===== src/rtl/regfile_write_arbiter_pkg.sv =====
// Shared types and widths for the register-file write arbiter.
// Used by the interface, the round-robin arbiter and the top.
package regfile_arb_pkg;

    localparam int REG_ADDR_W = 5;
    localparam int XLEN       = 32;

    typedef struct packed {
        logic [REG_ADDR_W-1:0] address;
        logic [XLEN-1:0]       data;
    } wb_req_t;

endpackage


===== src/rtl/regfile_write_arbiter_if.sv =====
// Writeback request bus plus register_file write port.
// The arbiter is the slave; the writeback sources and register_file side form the master.
interface regfile_write_arbiter_if #(
    parameter int NUM_REQ = 2
) ();
    logic [NUM_REQ-1:0]                                  req_valid;
    logic [NUM_REQ-1:0]                                  req_ready;
    logic [NUM_REQ-1:0][regfile_arb_pkg::REG_ADDR_W-1:0] req_address;
    logic [NUM_REQ-1:0][regfile_arb_pkg::XLEN-1:0]       req_data;
    logic [regfile_arb_pkg::REG_ADDR_W-1:0]              write_address;
    logic [regfile_arb_pkg::XLEN-1:0]                    write_data;
    logic                                                write_enable;

    modport master (
        output req_valid,
        output req_address,
        output req_data,
        input  req_ready,
        input  write_address,
        input  write_data,
        input  write_enable
    );

    modport slave (
        input  req_valid,
        input  req_address,
        input  req_data,
        output req_ready,
        output write_address,
        output write_data,
        output write_enable
    );
endinterface


===== src/rtl/regfile_write_arbiter_rr_arbiter.sv =====
// Generic NUM_REQ-wide round-robin arbiter with its own pointer register.
// Every grant is taken as a transfer, so the pointer moves past the winner each grant.
module rr_arbiter #(
    parameter  int NUM_REQ = 2,
    localparam int PTR_W   = (NUM_REQ > 1) ? $clog2(NUM_REQ) : 1
) (
    input  logic               clk,
    input  logic               rst,
    input  logic [NUM_REQ-1:0] req_i,
    output logic [NUM_REQ-1:0] grant_o,
    output logic [PTR_W-1:0]   grant_idx_o,
    output logic               grant_valid_o
);
    logic [PTR_W-1:0] ptr_q;
    logic [PTR_W-1:0] ptr_d;
    logic [PTR_W:0]   cand;
    logic             found;

    // Scan from ptr_q upward with wrap; first valid requester wins.
    always_comb begin
        grant_o       = '0;
        grant_idx_o   = '0;
        grant_valid_o = 1'b0;
        found         = 1'b0;
        cand          = '0;
        for (int k = 0; k < NUM_REQ; k++) begin
            cand = {1'b0, ptr_q} + (PTR_W+1)'(k);
            if (cand >= (PTR_W+1)'(NUM_REQ)) begin
                cand = cand - (PTR_W+1)'(NUM_REQ);
            end
            if (!found && req_i[cand[PTR_W-1:0]]) begin
                found       = 1'b1;
                grant_idx_o = cand[PTR_W-1:0];
            end
        end
        if (found && !rst) begin
            grant_valid_o        = 1'b1;
            grant_o[grant_idx_o] = 1'b1;
        end
    end

    always_comb begin
        ptr_d = ptr_q;
        if (grant_valid_o) begin
            if (grant_idx_o == PTR_W'(NUM_REQ-1)) begin
                ptr_d = '0;
            end else begin
                ptr_d = grant_idx_o + PTR_W'(1);
            end
        end
    end

    always_ff @(posedge clk) begin
        if (rst) begin
            ptr_q <= '0;
        end else begin
            ptr_q <= ptr_d;
        end
    end
endmodule


===== src/rtl/regfile_write_arbiter.sv =====
// Round-robin arbiter for the single register-file write port, one-cycle registered output.
// REGFILE_WRITE_ARBITER_FORWARD_EN adds write-to-read bypass on two read ports.
module regfile_write_arbiter
    import regfile_arb_pkg::*;
#(
    parameter  int NUM_REQ = 2,
    localparam int PTR_W   = (NUM_REQ > 1) ? $clog2(NUM_REQ) : 1
) (
    input  logic                  clk,
    input  logic                  rst,
    regfile_write_arbiter_if.slave wb
`ifdef REGFILE_WRITE_ARBITER_FORWARD_EN
    ,
    input  logic [REG_ADDR_W-1:0] read_address1_i,
    input  logic [REG_ADDR_W-1:0] read_address2_i,
    input  logic [XLEN-1:0]       rf_read_data1_i,
    input  logic [XLEN-1:0]       rf_read_data2_i,
    output logic [XLEN-1:0]       read_data1_o,
    output logic [XLEN-1:0]       read_data2_o
`endif
);
    logic [NUM_REQ-1:0]    grant;
    logic [PTR_W-1:0]      grant_idx;
    logic                  xfer;
    wb_req_t               sel;
    logic                  commit;

    logic                  we_q;
    logic                  we_d;
    logic [REG_ADDR_W-1:0] addr_q;
    logic [REG_ADDR_W-1:0] addr_d;
    logic [XLEN-1:0]       data_q;
    logic [XLEN-1:0]       data_d;

    logic                  we_out;
    logic [REG_ADDR_W-1:0] addr_out;
    logic [XLEN-1:0]       data_out;

    rr_arbiter #(
        .NUM_REQ (NUM_REQ)
    ) u_arb (
        .clk           (clk),
        .rst           (rst),
        .req_i         (wb.req_valid),
        .grant_o       (grant),
        .grant_idx_o   (grant_idx),
        .grant_valid_o (xfer)
    );

    assign wb.req_ready = grant;

    always_comb begin
        sel.address = wb.req_address[grant_idx];
        sel.data    = wb.req_data[grant_idx];
    end

    // x0 requests are accepted and consumed but never reach the register file.
    assign commit = xfer && (sel.address != '0);

    always_comb begin
        we_d   = commit;
        addr_d = addr_q;
        data_d = data_q;
        if (commit) begin
            addr_d = sel.address;
            data_d = sel.data;
        end
    end

    always_ff @(posedge clk) begin
        if (rst) begin
            we_q   <= 1'b0;
            addr_q <= '0;
            data_q <= '0;
        end else begin
            we_q   <= we_d;
            addr_q <= addr_d;
            data_q <= data_d;
        end
    end

    // Masking by rst drops a registered write whose commit cycle is hit by reset.
    assign we_out   = we_q & ~rst;
    assign addr_out = rst ? '0 : addr_q;
    assign data_out = rst ? '0 : data_q;

    assign wb.write_enable  = we_out;
    assign wb.write_address = addr_out;
    assign wb.write_data    = data_out;

`ifdef REGFILE_WRITE_ARBITER_FORWARD_EN
    always_comb begin
        read_data1_o = rf_read_data1_i;
        read_data2_o = rf_read_data2_i;
        if (we_out && (addr_out == read_address1_i) && (read_address1_i != '0)) begin
            read_data1_o = data_out;
        end
        if (we_out && (addr_out == read_address2_i) && (read_address2_i != '0)) begin
            read_data2_o = data_out;
        end
    end
`endif
endmodule


===== src/flat_wrapper.sv =====
// flat-port wrapper written by rule: the top's interface ports become plain ports
module regfile_write_arbiter_flat import regfile_arb_pkg::*;
#(
    parameter  int NUM_REQ = 2,
    localparam int PTR_W   = (NUM_REQ > 1) ? $clog2(NUM_REQ) : 1
)
  (clk, rst, wb_req_valid, wb_req_address, wb_req_data, wb_req_ready, wb_write_address, wb_write_data, wb_write_enable);
  regfile_write_arbiter_if #(.NUM_REQ(NUM_REQ)) wb_i ();
  input  logic clk;
  input  logic rst;
  input wire logic [$bits(wb_i.req_valid)-1:0] wb_req_valid;
  input wire logic [$bits(wb_i.req_address)-1:0] wb_req_address;
  input wire logic [$bits(wb_i.req_data)-1:0] wb_req_data;
  output wire logic [$bits(wb_i.req_ready)-1:0] wb_req_ready;
  output wire logic [$bits(wb_i.write_address)-1:0] wb_write_address;
  output wire logic [$bits(wb_i.write_data)-1:0] wb_write_data;
  output wire logic [$bits(wb_i.write_enable)-1:0] wb_write_enable;
  assign wb_i.req_valid = wb_req_valid;
  assign wb_i.req_address = wb_req_address;
  assign wb_i.req_data = wb_req_data;
  assign wb_req_ready = wb_i.req_ready;
  assign wb_write_address = wb_i.write_address;
  assign wb_write_data = wb_i.write_data;
  assign wb_write_enable = wb_i.write_enable;
  regfile_write_arbiter #(.NUM_REQ(NUM_REQ)) u_core (.clk(clk), .rst(rst), .wb(wb_i));
endmodule

===== config.mk =====
export PLATFORM = sky130hd
export DESIGN_NAME = regfile_write_arbiter_flat
export DESIGN_NICKNAME = d
export VERILOG_FILES = /design/src/rtl/regfile_write_arbiter_pkg.sv /design/src/rtl/regfile_write_arbiter_if.sv /design/src/rtl/regfile_write_arbiter_rr_arbiter.sv /design/src/rtl/regfile_write_arbiter.sv /design/src/flat_wrapper.sv
export SDC_FILE = /design/constraint.sdc
export NUM_CORES = 1
export LEC_CHECK = 0
export BUFFER_PORTS_ARGS = -buffer_cell sky130_fd_sc_hd__buf_4
export CORE_ASPECT_RATIO = 1.1
export CORE_UTILIZATION = 45
export DETAILED_ROUTE_END_ITERATION = 12
export GPL_TIMING_DRIVEN = 0
export MAX_ROUTING_LAYER = met4
export PLACE_DENSITY = 0.86
export SLEW_MARGIN = 20
export SYNTH_ARGS = -nofsm -noshare
export SYNTH_HDL_FRONTEND = slang
export SYNTH_SLANG_ARGS = --single-unit
export TNS_END_PERCENT = 30

===== constraint.sdc =====
create_clock -name clk -period 2.3 [get_ports clk]
set_clock_uncertainty 0.15 [all_clocks]
set_input_delay 0.69 -clock clk [delete_from_list [all_inputs] [get_ports clk]]
set_output_delay 0.69 -clock clk [all_outputs]
set_load 0.01 [all_outputs]

; Word-level counts from Yosys, hierarchy flattened
; Cells that the tools add are included.
[word_totals]
output_inout_bits = 40
word_cells = 44
in_bits = 78
regBits = 39
[op_classes]
muxes = 21
bitwise_logic = 2
order_cmp = 6
addsub = 4
n_reduce_logical = 7
[ops]
columns = cell, count
row1 = $mux W32, 3
row2 = $mux W5, 3
row3 = $mux W1, 13
row4 = $lt A1 B2 Y1 const B, 3
row5 = $reduce_bool A5 Y1, 1
row6 = $logic_and A1 B1 Y1, 4
row7 = $add A1 B1 Y2 const B, 1
row8 = $ge A1 B2 Y1 const B, 1
row9 = $ge A2 B2 Y1 const B, 1
row10 = $logic_not A1 Y1, 2
row11 = $mux W2, 1
row12 = $sub A1 B1 Y1 const B, 2
row13 = $add A1 B1 Y1 const B, 1
row14 = $and A1 B1 Y1, 1
row15 = $demux W1 S1, 1
row16 = $ge A1 B1 Y1 const B, 1
row17 = $not A1 Y1, 1

; Depth between registers and ports, before layout
[logic_depth]
word_depth = 13
depth_mapped = 6
ltp_nobuf = 4

; By module
; From an unflattened synthesis, not the netlist that was laid out.
[hier_totals]
cells_unflattened = 229
area_unflattened_um2 = 2356.0
[by_module_without_submodules]
columns = module, area_per_inst_um2, seq_area_each_um2, cells_each, n_inst
row1 = regfile_write_arbiter, 2284.7, 760.7, 219, 1
row2 = rr_arbiter, 71.3, 20.0, 10, 1

; Least setup slack after synthesis
; No wires, ideal clock.
[synth_path]
path_type = input to output
from = input port wb_req_valid[0]
to = output port wb_req_ready[1]
t_arrival_ns = 1.432
cell_stages = 5
n_path_buf = 2
required_time_ns = 1.460
setup_slack_ns = 0.028
cell_sequence = nand2b_1 nand2_1 buf_6 buf_4 nor2_1
[synth_between]
elab_chain_len = 11
word_cells_on_any_way = 17
cone_classes = 2 x order compare / 11 x mux / 4 x reduce/logical
[synth_lines]
columns = element, line
row1 = start: declaration, flat_wrapper.sv:11  ; input wire logic [$bits(wb_i.req_valid)-1:0] wb_req_valid;
row2 = $mux W1 (not written as such) (2 in a row), regfile_write_arbiter_rr_arbiter.sv:31  ; if (!found && req_i[cand[PTR_W-1:0]]) begin
row3 = $mux W1, regfile_write_arbiter_rr_arbiter.sv:31
row4 = $logic_not A1 Y1, regfile_write_arbiter_rr_arbiter.sv:31
row5 = $logic_and A1 B1 Y1, regfile_write_arbiter_rr_arbiter.sv:31
row6 = $mux W1, regfile_write_arbiter_rr_arbiter.sv:31
row7 = $lt A1 B2 Y1 (not written as such) / $ge A1 B1 Y1 (equally long branches), regfile_write_arbiter_rr_arbiter.sv:38  ; grant_o[grant_idx_o] = 1'b1;
row8 = $logic_and A1 B1 Y1 (not written as such), regfile_write_arbiter_rr_arbiter.sv:38
row9 = $mux W1 (not written as such), regfile_write_arbiter_rr_arbiter.sv:38
row10 = $demux W1 S1, regfile_write_arbiter_rr_arbiter.sv:38
row11 = $mux W2 *, regfile_write_arbiter_rr_arbiter.sv:36  ; if (found && !rst) begin
row12 = end: declaration, flat_wrapper.sv:14  ; output wire logic [$bits(wb_i.req_ready)-1:0] wb_req_ready;
; Mark *: on every way between the ends. The rest lies on a longest branch, timed or not. The select of a mux whose other input is x is not followed.

; Worst setup path after layout
[layout_path]
from = input port rst
to = output port wb_write_data[7]
[layout_between]
elab_chain_len = 1
[layout_lines]
columns = element, line
row1 = start: declaration, flat_wrapper.sv:10  ; input logic rst;
row2 = $mux W32, regfile_write_arbiter.sv:85  ; assign data_out = rst ? '0 : data_q;
row3 = end: declaration, flat_wrapper.sv:16  ; output wire logic [$bits(wb_i.write_data)-1:0] wb_write_data;
; Every way passes these cells.

==> flow_metrics.tcl <==
set metrics [dict create \
    outcome "complete, but fails checks" \
    violations "negative setup slack" \
    maxSlewViolCount 0 \
    r2r-start "u_core.u_arb.ptr_q$_SDFFE_PP0P_" \
    cp_common_cell "buf_4" \
    power_frac_comb 0.277 \
    yosysMostFrequentCell "mux2_2" \
    ys_ff_latch 39 \
    cts_setup_buffers 0 \
    worst_slew_pin_slew_ps 568 \
    cpPeakStageDelay_ps 360 \
    reg2regPathDepth 5 \
    synthCells 179 \
    avgSynthCellArea_um2 12.0 \
    grt_pass1_vias 1798 \
    fin_setup_tns_ps -86.9 \
    cts_tree "yes" \
    syn_nets 257 \
    cts_buffers 5 \
    overflow 0 \
    cp_slowest_cell "clkbuf_1" \
    synth_compound_area_frac 0.0327 \
    drtIter0Drc 23 \
    vias 1758 \
    grtUsageTotal 0.212 \
    clock_path_buffers 2 \
    multiInputGateArea_um2 1290 \
    die_h_um 74.4 \
    design_area_um2 3230 \
    synth-xor-area-share 0 \
    antenna_found_initial 0 \
    synth_area_um2 2140 \
    maxSlewHeadroom 0.622 \
    p_total_mw 1.87 \
    hp-class "flip-flop to flip-flop" \
    drive_above_1_share 0.693 \
    fmax_mhz 431 \
    cp.depth 4 \
    switching_share 0.232 \
    yosysTopAreaCell "dfxtp_1" \
    seqPwrFrac 0.409 \
    grt_pass1_wl_mm 7.76 \
    synthFlopType "dfxtp_1" \
    dr.pass1.iters 4 \
    rsz0062_at_grt "yes" \
    setup_ws_ps -20.2 \
    path_max_fanout 10 \
    finalSetupViolations 9 \
    dp_slack_ps -243 \
    crit_arrival_ps 1480 \
    synthSimpleGateAreaFrac 0.137 \
    synth_edf_count 0 \
    grt_start_max_net_pins 20 \
    area.growth.synth_to_final_pct 50.5 \
    cp-startpoint "rst" \
    cts_sinks 39 \
    min_to "u_core.u_arb.ptr_q$_SDFFE_PP0P_" \
    clkPwrFrac 0.314 \
    ys_warn_count 0 \
    ioPinCount 118 \
    wl_per_cell_um 13.7 \
    synthDistinctLibCells 24 \
    path_delay_family "buffers and inverters" \
    nets 380 \
    placed_area_um2 3090 \
    max-vdd-ir-drop_v 0.000395 \
    criticalPathCategory "input pin to primary output" \
    synthAdderAreaFrac 0 \
    die_area_um2 5050 \
    diodes 0 \
    wirelength_mm 4.90 \
    insertion_delay_ps 280 \
    coreArea_um2 4440 \
    cts_root_buf "clkbuf_8" \
    synthTopCellsByCount "mux2_2 (42), dfxtp_1 (39), nor2b_1 (37)" \
    cp-end-kind "primary output" \
    via_per_inst 4.92 \
    postRouteAntennaNets 0 \
    port_buffers 117 \
    min_delay_path_depth 2 \
    cp_num_buf_inv 3 \
    cp_data_required_time_ps 1460 \
    switchingPower_uw 434 \
    gp_congestion 0.796 \
    yosys-top-cells-area "dfxtp_1 (36%), mux2_2 (22%), mux2_4 (20%)" \
    powerDensity_nw_per_um2 579 \
    r2r_end "u_core.data_q[3]$_SDFFE_PP0P_" \
    place_hpwl_mm 3.70 \
    min_period_over_period 1.01 \
    final_util 0.727 \
    rows 25 \
    postCtsHoldBufs 0 \
    internal_power_mw 1.44 \
    period_minus_slack_ps 2320 \
    synth-seq-area-share 0.364 \
    synth_top_area_share 0.364 \
    rrSetupSlack_ps 310 \
    cellLeakagePower_nw 1.56 \
    synth_top_family_by_area "multiplexers" \
    muxShareOfSynthArea 0.426 \
    start_util 0.483 \
    fp.dieW_um 67.8 \
    start_kind "input pin" \
    cts.clk_slew.worst_paths_ps 80 \
    ff_latch_area_um2 781 \
    hold_viol 0 \
    drv_cap 0 \
    n_fill_cell 358 \
    drc 0 \
    cts-htree-levels 2 \
    worstHoldStart "u_core.u_arb.ptr_q$_SDFFE_PP0P_" \
    crit_path_cell_trace "buf_4 -> clkbuf_1 -> nor2b_1 -> buf_4" \
    ys_async_sr_fraction 0 \
]
## cells by family after synthesis
| logic type | count (synthesis) |
|---|---|
| buf+inv | 13 |
| simple gates | 47 |
| flops | 39 |
| compound gates | 8 |
| mux | 72 |
## tightest hold or removal path: stages (launching register included)
cell and delay (ps):
dfxtp_1 320, nand2b_1 60, a21oi_1 60
## layout make-up
class | instances | area share
multi-input cells | 127 | 0.400
repair buffers | 117 | 0.272
flip-flops and latches | 39 | 0.242
plain buffers | 10 | 0.0260
clock buffers | 6 | 0.0256
well taps | 54 | 0.0209
clock inverters | 2 | 0.0109
inverters | 2 | 0.00233
## cell usage in the layout, fill, tap and decap left out, types with 2 or more instances in the layout
cell type / instances
dfxtp_1: 39
buf_6: 3
mux2_4: 28
mux2_2: 42
clkbuf_2: 3
inv_1: 2
mux2i_1: 2
a21oi_1: 2
buf_4: 118
nor2_1: 2
clkbuf_8: 6
nor2b_1: 36
## how the worst max path moves through the flow
stage                                   end
after global routing       wb_write_data[7]
after CTS                 wb_write_data[22]
final                      wb_write_data[7]
after global placement      wb_req_ready[1]
after floorplan             wb_req_ready[1]
after detailed placement    wb_req_ready[1]
## power groups by stage
stage	Clock, mW	Sequential (mW)	Combinational [mW]
global route	0.622	0.772	0.558
global placement	0	0.776	0.505
detailed placement	0	0.779	0.514
CTS	0.590	0.765	0.519
floorplan	0	0.774	0.304
finish	0.586	0.765	0.519
## sequential cells by signal, indices dropped and copies added (netlist names)
| name | cells |
|---|---|
| u_core.addr_q | 5 |
| u_core.data_q | 32 |
| u_core.u_arb.ptr_q | 1 |
| u_core.we_q | 1 |
## stage by stage
| step | hold slack [ps] | instances |
|---|---|---|
| after floorplan | 294 | 179 |
| after global placement | 304 | 350 |
| after detailed placement | 308 | 350 |
| after CTS | 328 | 357 |
| after global routing | 359 | 357 |
| final | 332 | 357 |
## what timing repair did
action,4_1_cts,5_1_grt
hold endpoints to repair,0,0
setup endpoints to repair,37,38
gates resized for setup,2,10
## per-layer routing
metal / GRT usage / share of wire / up-vias
met5: - / 0 / -
met4: 0.0625 / 0.017 / 0
met3: 0.0675 / 0.077 / 8
met2: 0.365 / 0.48 / 77
met1: 0.231 / 0.43 / 802
li1: - / - / 871
No activity file was read; power rests on OpenSTA's default activity.
